File: src/rtl/wb_stim_pkg.sv
// wb_stim_pkg: shared state encoding, default filler word and lane mapping for wb_stim_responder.
package wb_stim_pkg;
  typedef logic [1:0] state_t;
  localparam state_t ST_IDLE = 2'd0;
  localparam state_t ST_WAIT = 2'd1;
  localparam state_t ST_TERM = 2'd2;
  localparam logic [31:0] FILL_WORD_DEF = 32'hF0801003;
  function automatic logic [127:0] lane_map(input logic [31:0] w, input logic [1:0] lane,
                                            input logic [31:0] fill);
    lane_map = {4{fill}};
    lane_map[lane*32 +: 32] = w;
  endfunction
endpackage

File: src/rtl/wb_stim_responder_fifo.sv
// sync_fifo: synchronous FIFO with wrap-bit pointers and an occupancy count.
module sync_fifo import wb_stim_pkg::*; #(
  parameter int W = 32,
  parameter int DEPTH = 16,
  localparam int AW = $clog2(DEPTH)
) (
  input  logic          clk,
  input  logic          rst,
  input  logic          push_i,
  input  logic [W-1:0]  data_i,
  input  logic          pop_i,
  output logic [W-1:0]  data_o,
  output logic          full_o,
  output logic          empty_o,
  output logic [AW:0]   count_o
);
  logic [W-1:0] mem_q [DEPTH];
  logic [AW:0] wptr_q, wptr_d, rptr_q, rptr_d;
  logic do_push, do_pop;
  assign empty_o = wptr_q == rptr_q;
  assign full_o = (wptr_q[AW] != rptr_q[AW]) && (wptr_q[AW-1:0] == rptr_q[AW-1:0]);
  assign do_pop = pop_i && !empty_o;
  // a pop in the same cycle frees the slot, so a push at full is still accepted
  assign do_push = push_i && (!full_o || do_pop);
  assign wptr_d = do_push ? wptr_q + (AW+1)'(1) : wptr_q;
  assign rptr_d = do_pop ? rptr_q + (AW+1)'(1) : rptr_q;
  assign count_o = wptr_q - rptr_q;
  assign data_o = mem_q[rptr_q[AW-1:0]];
  always_ff @(posedge clk or posedge rst)
    if (rst) begin
      wptr_q <= '0;
      rptr_q <= '0;
    end else begin
      wptr_q <= wptr_d;
      rptr_q <= rptr_d;
    end
  always_ff @(posedge clk)
    if (do_push) mem_q[wptr_q[AW-1:0]] <= data_i;
endmodule

File: src/rtl/wb_stim_responder.sv
// wb_stim_responder: Wishbone slave feeding queued instruction words to a master
// and capturing its write cycles into a result FIFO.
module wb_stim_responder import wb_stim_pkg::*; #(
  parameter int          DATA_W    = 128,
  parameter int          QDEPTH    = 16,
  parameter int          RDEPTH    = 8,
  parameter int          ACK_LAT   = 0,
  parameter logic [31:0] FILL_WORD = FILL_WORD_DEF,
  parameter int          STRICT    = 0
) (
  input  logic                      clk,
  input  logic                      rst,
  input  logic                      inst_valid,
  input  logic [31:0]               inst_data,
  output logic                      inst_ready,
  output logic [$clog2(QDEPTH):0]   q_level,
  input  logic [31:0]               wb_adr_i,
  input  logic [DATA_W/8-1:0]       wb_sel_i,
  input  logic                      wb_we_i,
  input  logic [DATA_W-1:0]         wb_dat_i,
  input  logic                      wb_cyc_i,
  input  logic                      wb_stb_i,
  output logic [DATA_W-1:0]         wb_dat_o,
  output logic                      wb_ack_o,
  output logic                      wb_err_o,
  output logic                      res_valid,
  output logic [31:0]               res_adr,
  output logic [DATA_W-1:0]         res_data,
  output logic [DATA_W/8-1:0]       res_sel,
  input  logic                      res_ready
);
  localparam int SW = DATA_W/8;
  localparam int CW = 32 + DATA_W + SW;
  localparam logic [2:0] LAT_M1 = (ACK_LAT > 0) ? 3'(ACK_LAT - 1) : 3'd0;
  state_t state_q, state_d;
  logic [2:0] cnt_q, cnt_d;
  logic ack_q, ack_d, err_q, err_d;
  logic [DATA_W-1:0] dat_q, dat_d, lane_dat, fill_dat;
  logic req, fire, q_pop, q_empty, q_full, c_full, c_empty;
  logic [31:0] q_head;
  logic [CW-1:0] c_head;
  assign req = wb_cyc_i && wb_stb_i;
  // a write waits at the termination point until the capture FIFO has room
  assign fire = req && ((state_q == ST_IDLE && ACK_LAT == 0) || (state_q == ST_WAIT && cnt_q == 3'd0))
                && (!wb_we_i || !c_full);
  assign q_pop = fire && !wb_we_i && !q_empty;
  assign fill_dat = {(DATA_W/32){FILL_WORD}};
  if (DATA_W == 128) begin : g_lane
    assign lane_dat = lane_map(q_head, wb_adr_i[3:2], FILL_WORD);
  end else begin : g_word
    assign lane_dat = q_head;
  end
  always_comb begin
    state_d = state_q;
    cnt_d = cnt_q;
    ack_d = 1'b0;
    err_d = 1'b0;
    dat_d = dat_q;
    if (fire) begin
      state_d = ST_TERM;
      err_d = !wb_we_i && q_empty && STRICT != 0;
      ack_d = !err_d;
      dat_d = wb_we_i ? dat_q : !q_empty ? lane_dat : err_d ? '0 : fill_dat;
    end else if (state_q == ST_IDLE && req) begin
      state_d = ST_WAIT;
      cnt_d = LAT_M1;
    end else if (state_q == ST_WAIT) begin
      state_d = req ? ST_WAIT : ST_IDLE;
      cnt_d = (req && cnt_q != 3'd0) ? cnt_q - 3'd1 : cnt_q;
    end else if (state_q == ST_TERM) begin
      state_d = ST_IDLE;
    end
  end
  always_ff @(posedge clk or posedge rst)
    if (rst) begin
      state_q <= ST_IDLE;
      cnt_q <= '0;
      ack_q <= 1'b0;
      err_q <= 1'b0;
      dat_q <= '0;
    end else begin
      state_q <= state_d;
      cnt_q <= cnt_d;
      ack_q <= ack_d;
      err_q <= err_d;
      dat_q <= dat_d;
    end
  assign wb_ack_o = ack_q;
  assign wb_err_o = err_q;
  assign wb_dat_o = dat_q;
  sync_fifo #(.W(32), .DEPTH(QDEPTH)) u_inst_q (
    .clk(clk), .rst(rst), .push_i(inst_valid), .data_i(inst_data), .pop_i(q_pop),
    .data_o(q_head), .full_o(q_full), .empty_o(q_empty), .count_o(q_level)
  );
  assign inst_ready = !q_full;
  logic [$clog2(RDEPTH):0] c_count;
  sync_fifo #(.W(CW), .DEPTH(RDEPTH)) u_cap_q (
    .clk(clk), .rst(rst), .push_i(fire && wb_we_i), .data_i({wb_adr_i, wb_dat_i, wb_sel_i}),
    .pop_i(res_ready), .data_o(c_head), .full_o(c_full), .empty_o(c_empty), .count_o(c_count)
  );
  assign res_valid = !c_empty;
  assign res_adr = res_valid ? c_head[CW-1 -: 32] : '0;
  assign res_data = res_valid ? c_head[SW +: DATA_W] : '0;
  assign res_sel = res_valid ? c_head[SW-1:0] : '0;
  logic unused_ok;
  assign unused_ok = ^c_count;
endmodule

File: config.mk
export PLATFORM = sky130hd
export DESIGN_NAME = wb_stim_responder
export DESIGN_NICKNAME = d
export VERILOG_FILES = /design/src/rtl/wb_stim_pkg.sv /design/src/rtl/wb_stim_responder_fifo.sv /design/src/rtl/wb_stim_responder.sv
export SDC_FILE = /design/constraint.sdc
export NUM_CORES = 2
export LEC_CHECK = 0
export BUFFER_PORTS_ARGS = -buffer_cell sky130_fd_sc_hd__buf_2
export CAP_MARGIN = 20
export CORE_UTILIZATION = 65
export CTS_CLUSTER_DIAMETER = 100
export CTS_CLUSTER_SIZE = 28
export DETAILED_ROUTE_END_ITERATION = 8
export PLACE_DENSITY = 0.85
export SLEW_MARGIN = 10
export SYNTH_ARGS = -nofsm -noshare
export SYNTH_HDL_FRONTEND = slang
export SYNTH_SLANG_ARGS = --single-unit
File: constraint.sdc
create_clock -name clk -period 45.6 [get_ports clk]
set_input_delay 9.12 -clock clk [delete_from_list [all_inputs] [get_ports clk]]
set_output_delay 9.12 -clock clk [all_outputs]
set_load 0.03 [all_outputs]
# Word level (Yosys, flattened, before mapping)
# Memories as Yosys holds them, arrays and structs flattened.
# Cells that the tools add are included.
word_totals:
  regBits: 152
  ramBits: 1920
  in_bits: 215
  out_inout_bits: 313
  word_cells: 81
  mem_count: 2
mem_list:
  columns: ["memory", "words", "word_bits", "rd", "rd_ports_with_merged_regs", "wr", "line_no", "source"]
  rows:
  - ["u_cap_q.mem_q", 8, 176, 1, 0, 1, "wb_stim_responder_fifo.sv:17", "logic [W-1:0] mem_q [DEPTH];"]
  - ["u_inst_q.mem_q", 16, 32, 1, 0, 1, "wb_stim_responder_fifo.sv:17", null]
classes:
  n_addsub: 7
  n_eq_ne: 8
  shift: 2
  muxes: 17
  n_bitwise: 5
  n_reduce_logical: 32
ops:
  columns: ["op", "count"]
  rows:
  - ["128-bit 2-to-1 mux", 2]
  - ["32-bit by 34-bit variable shift with 128-bit output (first input constant)", 1]
  - ["32-bit by 34-bit variable part select with 128-bit output", 1]
  - ["96-bit bitwise AND", 1]
  - ["7-bit negation with 34-bit output", 1]
  - ["32-bit 2-to-1 mux", 1]
  - ["32-bit inverter", 1]
  - ["32-bit bitwise OR", 1]
  - ["16-bit 2-to-1 mux", 1]
  - ["1-bit logical AND", 15]
  - ["5-bit by 1-bit adder with 5-bit output (second input constant)", 2]
  - ["3-bit 2-to-1 mux", 3]
  - ["4-bit by 1-bit adder with 4-bit output (second input constant)", 2]
  - ["4-bit equality test", 2]
  - ["2-bit 2-to-1 mux", 4]
  - ["1-bit 2-to-1 mux", 6]
  - ["5-bit equality test", 1]
  - ["1-bit zero test", 5]
  - ["5-bit subtractor", 1]
  - ["1-bit logical OR", 4]
  - ["2-bit nonzero test", 2]
  - ["4-bit nonzero test", 1]
  - ["3-bit equality test", 1]
  - ["3-bit zero test", 1]
  - ["other kinds (9)", 11]

# Logic depth before layout (Yosys ltp)
depth:
  depth_word: 12
  ltp_mapped: 11
  depth_no_buf: 7

# By module
# From an unflattened synthesis, not the netlist that was laid out.
hier_totals:
  hier_cells: 4064
  hier_area_um2: 80915.1
modules_own_cells:
  columns: ["module", "instances", "cells_each", "area_per_inst_um2", "seq_area_each_um2"]
  rows:
  - ["sync_fifo at u_cap_q", 1, 2467, 53333.7, 42480.7]
  - ["sync_fifo at u_inst_q", 1, 866, 19980.4, 15625.0]
  - ["wb_stim_responder", 1, 731, 7601.0, 3353.2]

# Worst setup path before layout
# Ideal clock, no wire load.
synth_timing:
  kind: "input -> register"
  from: "input wb_cyc_i"
  to: "memory u_cap_q.mem_q[0][0] (netlist name), enable pin"
  setup_ns: 0.926
  arrival_time_ns: 21.699
  slack_ns: 22.974
  path_stages: 5
  path_buffers: 1
  cell_sequence: "nand3b_1 -> buf_2 -> nor2_1 -> nand4b_1 -> nor3_1"
synth_between:
  elab_chain_len: 7
synth_lines:
  columns: ["element", "line_no", "source"]
  rows:
  - ["from (decl)", "wb_stim_responder.sv:21", "input logic wb_cyc_i,"]
  - ["1-bit logical AND", "wb_stim_responder.sv:42", "assign req = wb_cyc_i && wb_stb_i;"]
  - ["1-bit logical AND", "wb_stim_responder.sv:44", "assign fire = req && ((state_q == ST_IDLE && ACK_LAT == 0) || (state_q == ST_WAIT && cnt_q == 3'd0))"]
  - ["1-bit logical AND", "wb_stim_responder.sv:45", "&& (!wb_we_i || !c_full);"]
  - ["1-bit logical AND", "wb_stim_responder.sv:98", ".clk(clk), .rst(rst), .push_i(fire && wb_we_i), .data_i({wb_adr_i, wb_dat_i, wb_sel_i}),"]
  - ["1-bit logical AND", "wb_stim_responder_fifo.sv:24", "assign do_push = push_i && (!full_o || do_pop);"]
  - ["1-bit 2-to-1 mux", "wb_stim_responder_fifo.sv:38", "if (do_push) mem_q[wptr_q[AW-1:0]] <= data_i;"]
  - ["1-bit 2-to-1 mux (implied by the code)", "wb_stim_responder_fifo.sv:38", null]
  - ["to (decl)", "wb_stim_responder_fifo.sv:17", null]
# Every way passes these cells.

# Worst setup path in the final report
layout_timing:
  from: "register u_cap_q.rptr_q[0]"
  to: "output res_adr[0]"
layout_between:
  elab_chain_len: 2
  elab_cells_between_ends: 3
layout_lines:
  columns: ["element", "line_no", "source"]
  rows:
  - ["from (decl)", "wb_stim_responder_fifo.sv:18", "logic [AW:0] wptr_q, wptr_d, rptr_q, rptr_d;"]
  - ["from (signal assigned)", "wb_stim_responder_fifo.sv:35", "rptr_q <= rptr_d;"]
  - ["memory read 8 x 176 bit / 4-bit equality test (equally long branches)", null, null]
  - ["32-bit 2-to-1 mux (*)", "wb_stim_responder.sv:102", "assign res_adr = res_valid ? c_head[CW-1 -: 32] : '0;"]
  - ["to (decl)", "wb_stim_responder.sv:27", "output logic [31:0] res_adr,"]
# Every way passes the cells marked *; elsewhere a longest branch is shown, timed or not.

==> impl_metrics.yaml <==
run_status:
  status: "finished clean"
logic_synthesis:
  syn_area_per_cell_um2: 21.84
  muxShareOfSynthArea_pct: 16.72
  yosysSeqAreaShare_pct: 77.53
  ys.flop_type: "edfxtp_1"
  synth_edf_count: 1920
  syn_inst: 3630
  synth_top_family_by_area: "multiplexers"
  synthTopCellsByArea: "edfxtp_1 (73%), mux4_2 (14%), dfrtp_1 (4.8%)"
  synth_top_cell_by_area: "edfxtp_1"
  synth-seq-cells: 2072
  synthDistinctLibCells: 44
  synth_area_um2: 79270
  yosys-top-cells-count: "edfxtp_1 (1920), mux4_2 (480), mux2i_1 (224)"
  synth_compound_area_share_pct: 1.878
  synth-simple-area-share_pct: 2.139
  ys_warn_count: 0
  syn-num-nets: 3864
  async_flop_share_pct: 7.336
  synth_fa_ha_area_share_pct: 0.3094
  synth_most_common_cell: "edfxtp_1"
  synthXorXnorAreaFrac_pct: 0.2636
  synth_top_cell_area_share_pct: 72.73
sta:
  setup-tns-final_ps: 0
  fmax_mhz: 69.15
  finalCriticalPeriod_ps: 14460
  setup_viol: 0
  fin_worst_skew_ps: 41.90
  slew_headroom_pct: 22.36
  maxSlewViolCount: 0
  finalCritPeriodShare_pct: 31.71
  hold_viol_final: 0
  tightestPinTransition_ps: 1165
  setup_slack_ps: 31140
  rsz0062_at_grt: "no"
cells_and_area:
  area_growth_pct: 8.995
  nFillCells: 6858
  finalNonFillerCells: 5808
  drive_gt1_share_pct: 29.76
  fin_nets: 4344
min_path:
  hold_path_class: "reg2reg"
grt:
  gr-total-overflow: 0
  antenna_found_initial: 64
  grt_use_total_pct: 28.78
  grt_max_degree: 164
  grt_pass1_wl_mm: 256.4
  grt_pass1_vias: 39060
place:
  dpl_worst_slack_ps: 31550
  port_buffers: 526
  gp_congestion: 0.8237
  dp_cells: 5634
  dp_hpwl_mm: 100.9
clocking:
  cts_tree: "done"
  cts_inserted_buffers: 84
  clock_sinks: 2072
  post-cts-setup-buffer-count: 0
  path_clk_slew_ps: 110
  insertion_delay_ps: 730
  root_buffer: "clkbuf_16"
  hold_buffers: 0
  clk_path_buf_depth: 3
  cts_max_level: 3
  ctsResizeCount: 0
die:
  dieArea_um2: 123400
  dieHeight_um: 351.2
  ios: 528
  rows: 127
  die_w_um: 351.2
  coreArea_um2: 120400
  floorplan.initialDensity_pct: 65.81
drt:
  drt-total-wl_mm: 179.7
  post_drt_wl_per_cell_um: 30.93
  ant_nets: 0
  drtIter0Drc: 4571
  via_per_inst: 6.765
  dr_total_vias: 39290
  remaining_drc_errors: 0
  drtPass1Iterations: 6
worst_setup_path:
  cpMostUsedCell: "buf_4"
  worst_ep_required_time_ps: 36480
  slowest_delay_ps: 960
  slowest_stage: "dfrtp_4"
  endpoint_kind: "output pin"
  cp_cell_sequence: "buf_12, buf_4, buf_16, buf_4, mux4_2, mux2i_1, nor2_1, buf_2"
  crit_arrival_ps: 5340
  path_class: "reg2out"
  cp_max_fo: 103
  crit_path_start_kind: "flop"
power_and_ir_drop:
  power_frac_comb_pct: 36.7
  p_seq_share_pct: 45.3
  power_density_nw_per_um2: 58.41
  p_leak_nw: 28.84
  switching_power_mw: 1.806
  swShare_pct: 35.79
  ir_drop_uv: 62.12
  clkPwrFrac_pct: 18.0
  p_int_mw: 3.240
  power_mw: 5.046
run:
  cap_violations: 0
-- area by class of cell --
type | count | area [um2] | area share (%)
clock inverters | 10 | 153.9 | 0.1781
well taps | 1612 | 2017 | 2.334
diodes | 32 | 80.08 | 0.09268
clock buffers | 130 | 2296 | 2.657
flip-flops and latches | 2072 | 61480 | 71.16
multi-input cells | 1340 | 17000 | 19.68
inverters | 16 | 72.57 | 0.08399
repair buffers | 596 | 3298 | 3.817
-- power groups by stage --
stage	logic [mW]	clock network, mW	registers (mW)
6_report	1.85	0.909	2.29
5_1_grt	1.95	0.975	2.30
4_1_cts	1.86	0.918	2.29
3_5_place_dp	1.84	0	2.33
3_3_place_gp	1.81	0	2.32
2_1_floorplan	1.32	0	2.30
-- logic make-up (layout without fill, tap and decap cells) --
group / count (synthesis) / after routing
fa+ha+maj: 19 / 19
compound gates: 183 / 183
buf+inv: 218 / 752
simple gates: 392 / 392
other cells: 1 / 33
flops: 2072 / 2072
mux: 722 / 722
xor+xnor: 23 / 23
-- flip-flops by register name, summed over array words and instances (netlist names) --
signal and cells:
wb_dat_o 128, wb_ack_o 1, cnt_q 3, u_cap_q.mem_q 1408, u_cap_q.wptr_q 4, u_inst_q.mem_q 512
u_inst_q.rptr_q 5, u_inst_q.wptr_q 5, u_cap_q.rptr_q 4, state_q 2
-- critical path, delay by kind of cell, from the launching register on --
kind / cells / cell delay, ps
buffers and inverters: 5 / 2480
flip-flops: 1 / 960
multiplexers: 2 / 820
AND/OR/NAND/NOR: 1 / 140
-- cells in the final DEF, fill, tap and decap left out, types with 32 or more instances in the layout --
cell	count
clkbuf_16	85
mux4_2	480
nand2_1	109
edfxtp_1	1920
diode_2	32
a21oi_1	34
buf_2	526
dfrtp_1	146
nor2_1	214
clkbuf_1	45
mux2i_1	224
buf_4	60
o221ai_1	96
a22oi_1	34
-- per-stage QoR --
stage | util [%] | area [um2] | hold slack (ps)
after floorplan | - | 79270 | 456.4
after global placement | 69.59 | 83820 | 466.0
after detailed placement | 69.59 | 83820 | 467.6
after CTS | 71.62 | 86270 | 494.2
after global routing | 71.71 | 86380 | 515.3
final | 71.73 | 86400 | 497.1
-- worst paths after layout --
kind / start / to / slack, ps / cells past startpoint
min reg2reg: wb_dat_o[91]$_DFFE_PP0P_ / wb_dat_o[91]$_DFFE_PP0P_ / 500 / 2
max in group asynchronous: rst / wb_dat_o[2]$_DFFE_PP0P_ / 35810 / 4
max reg2reg: u_cap_q.rptr_q[0]$_DFFE_PP0P_ / u_cap_q.mem_q[6][138]$_DFFE_PP_ / 40050 / 7
min in group asynchronous: rst / wb_dat_o[107]$_DFFE_PP0P_ / 8530 / 2
max: u_cap_q.rptr_q[0]$_DFFE_PP0P_ / res_adr[0] / 31140 / 8
min: wb_dat_o[91]$_DFFE_PP0P_ / wb_dat_o[91]$_DFFE_PP0P_ / 500 / 2
-- layer usage --
metal / track usage (%) / part of all wire (%) / up-vias
met4: 12.57 / 4.8 / 68
met5: 0 / 0.25 / -
met3: 5.997 / 8.9 / 492
met1: 38.43 / 36 / 20490
met2: 46.67 / 50 / 2307
li1: - / - / 15930
(Power assumes the default switching activity.)
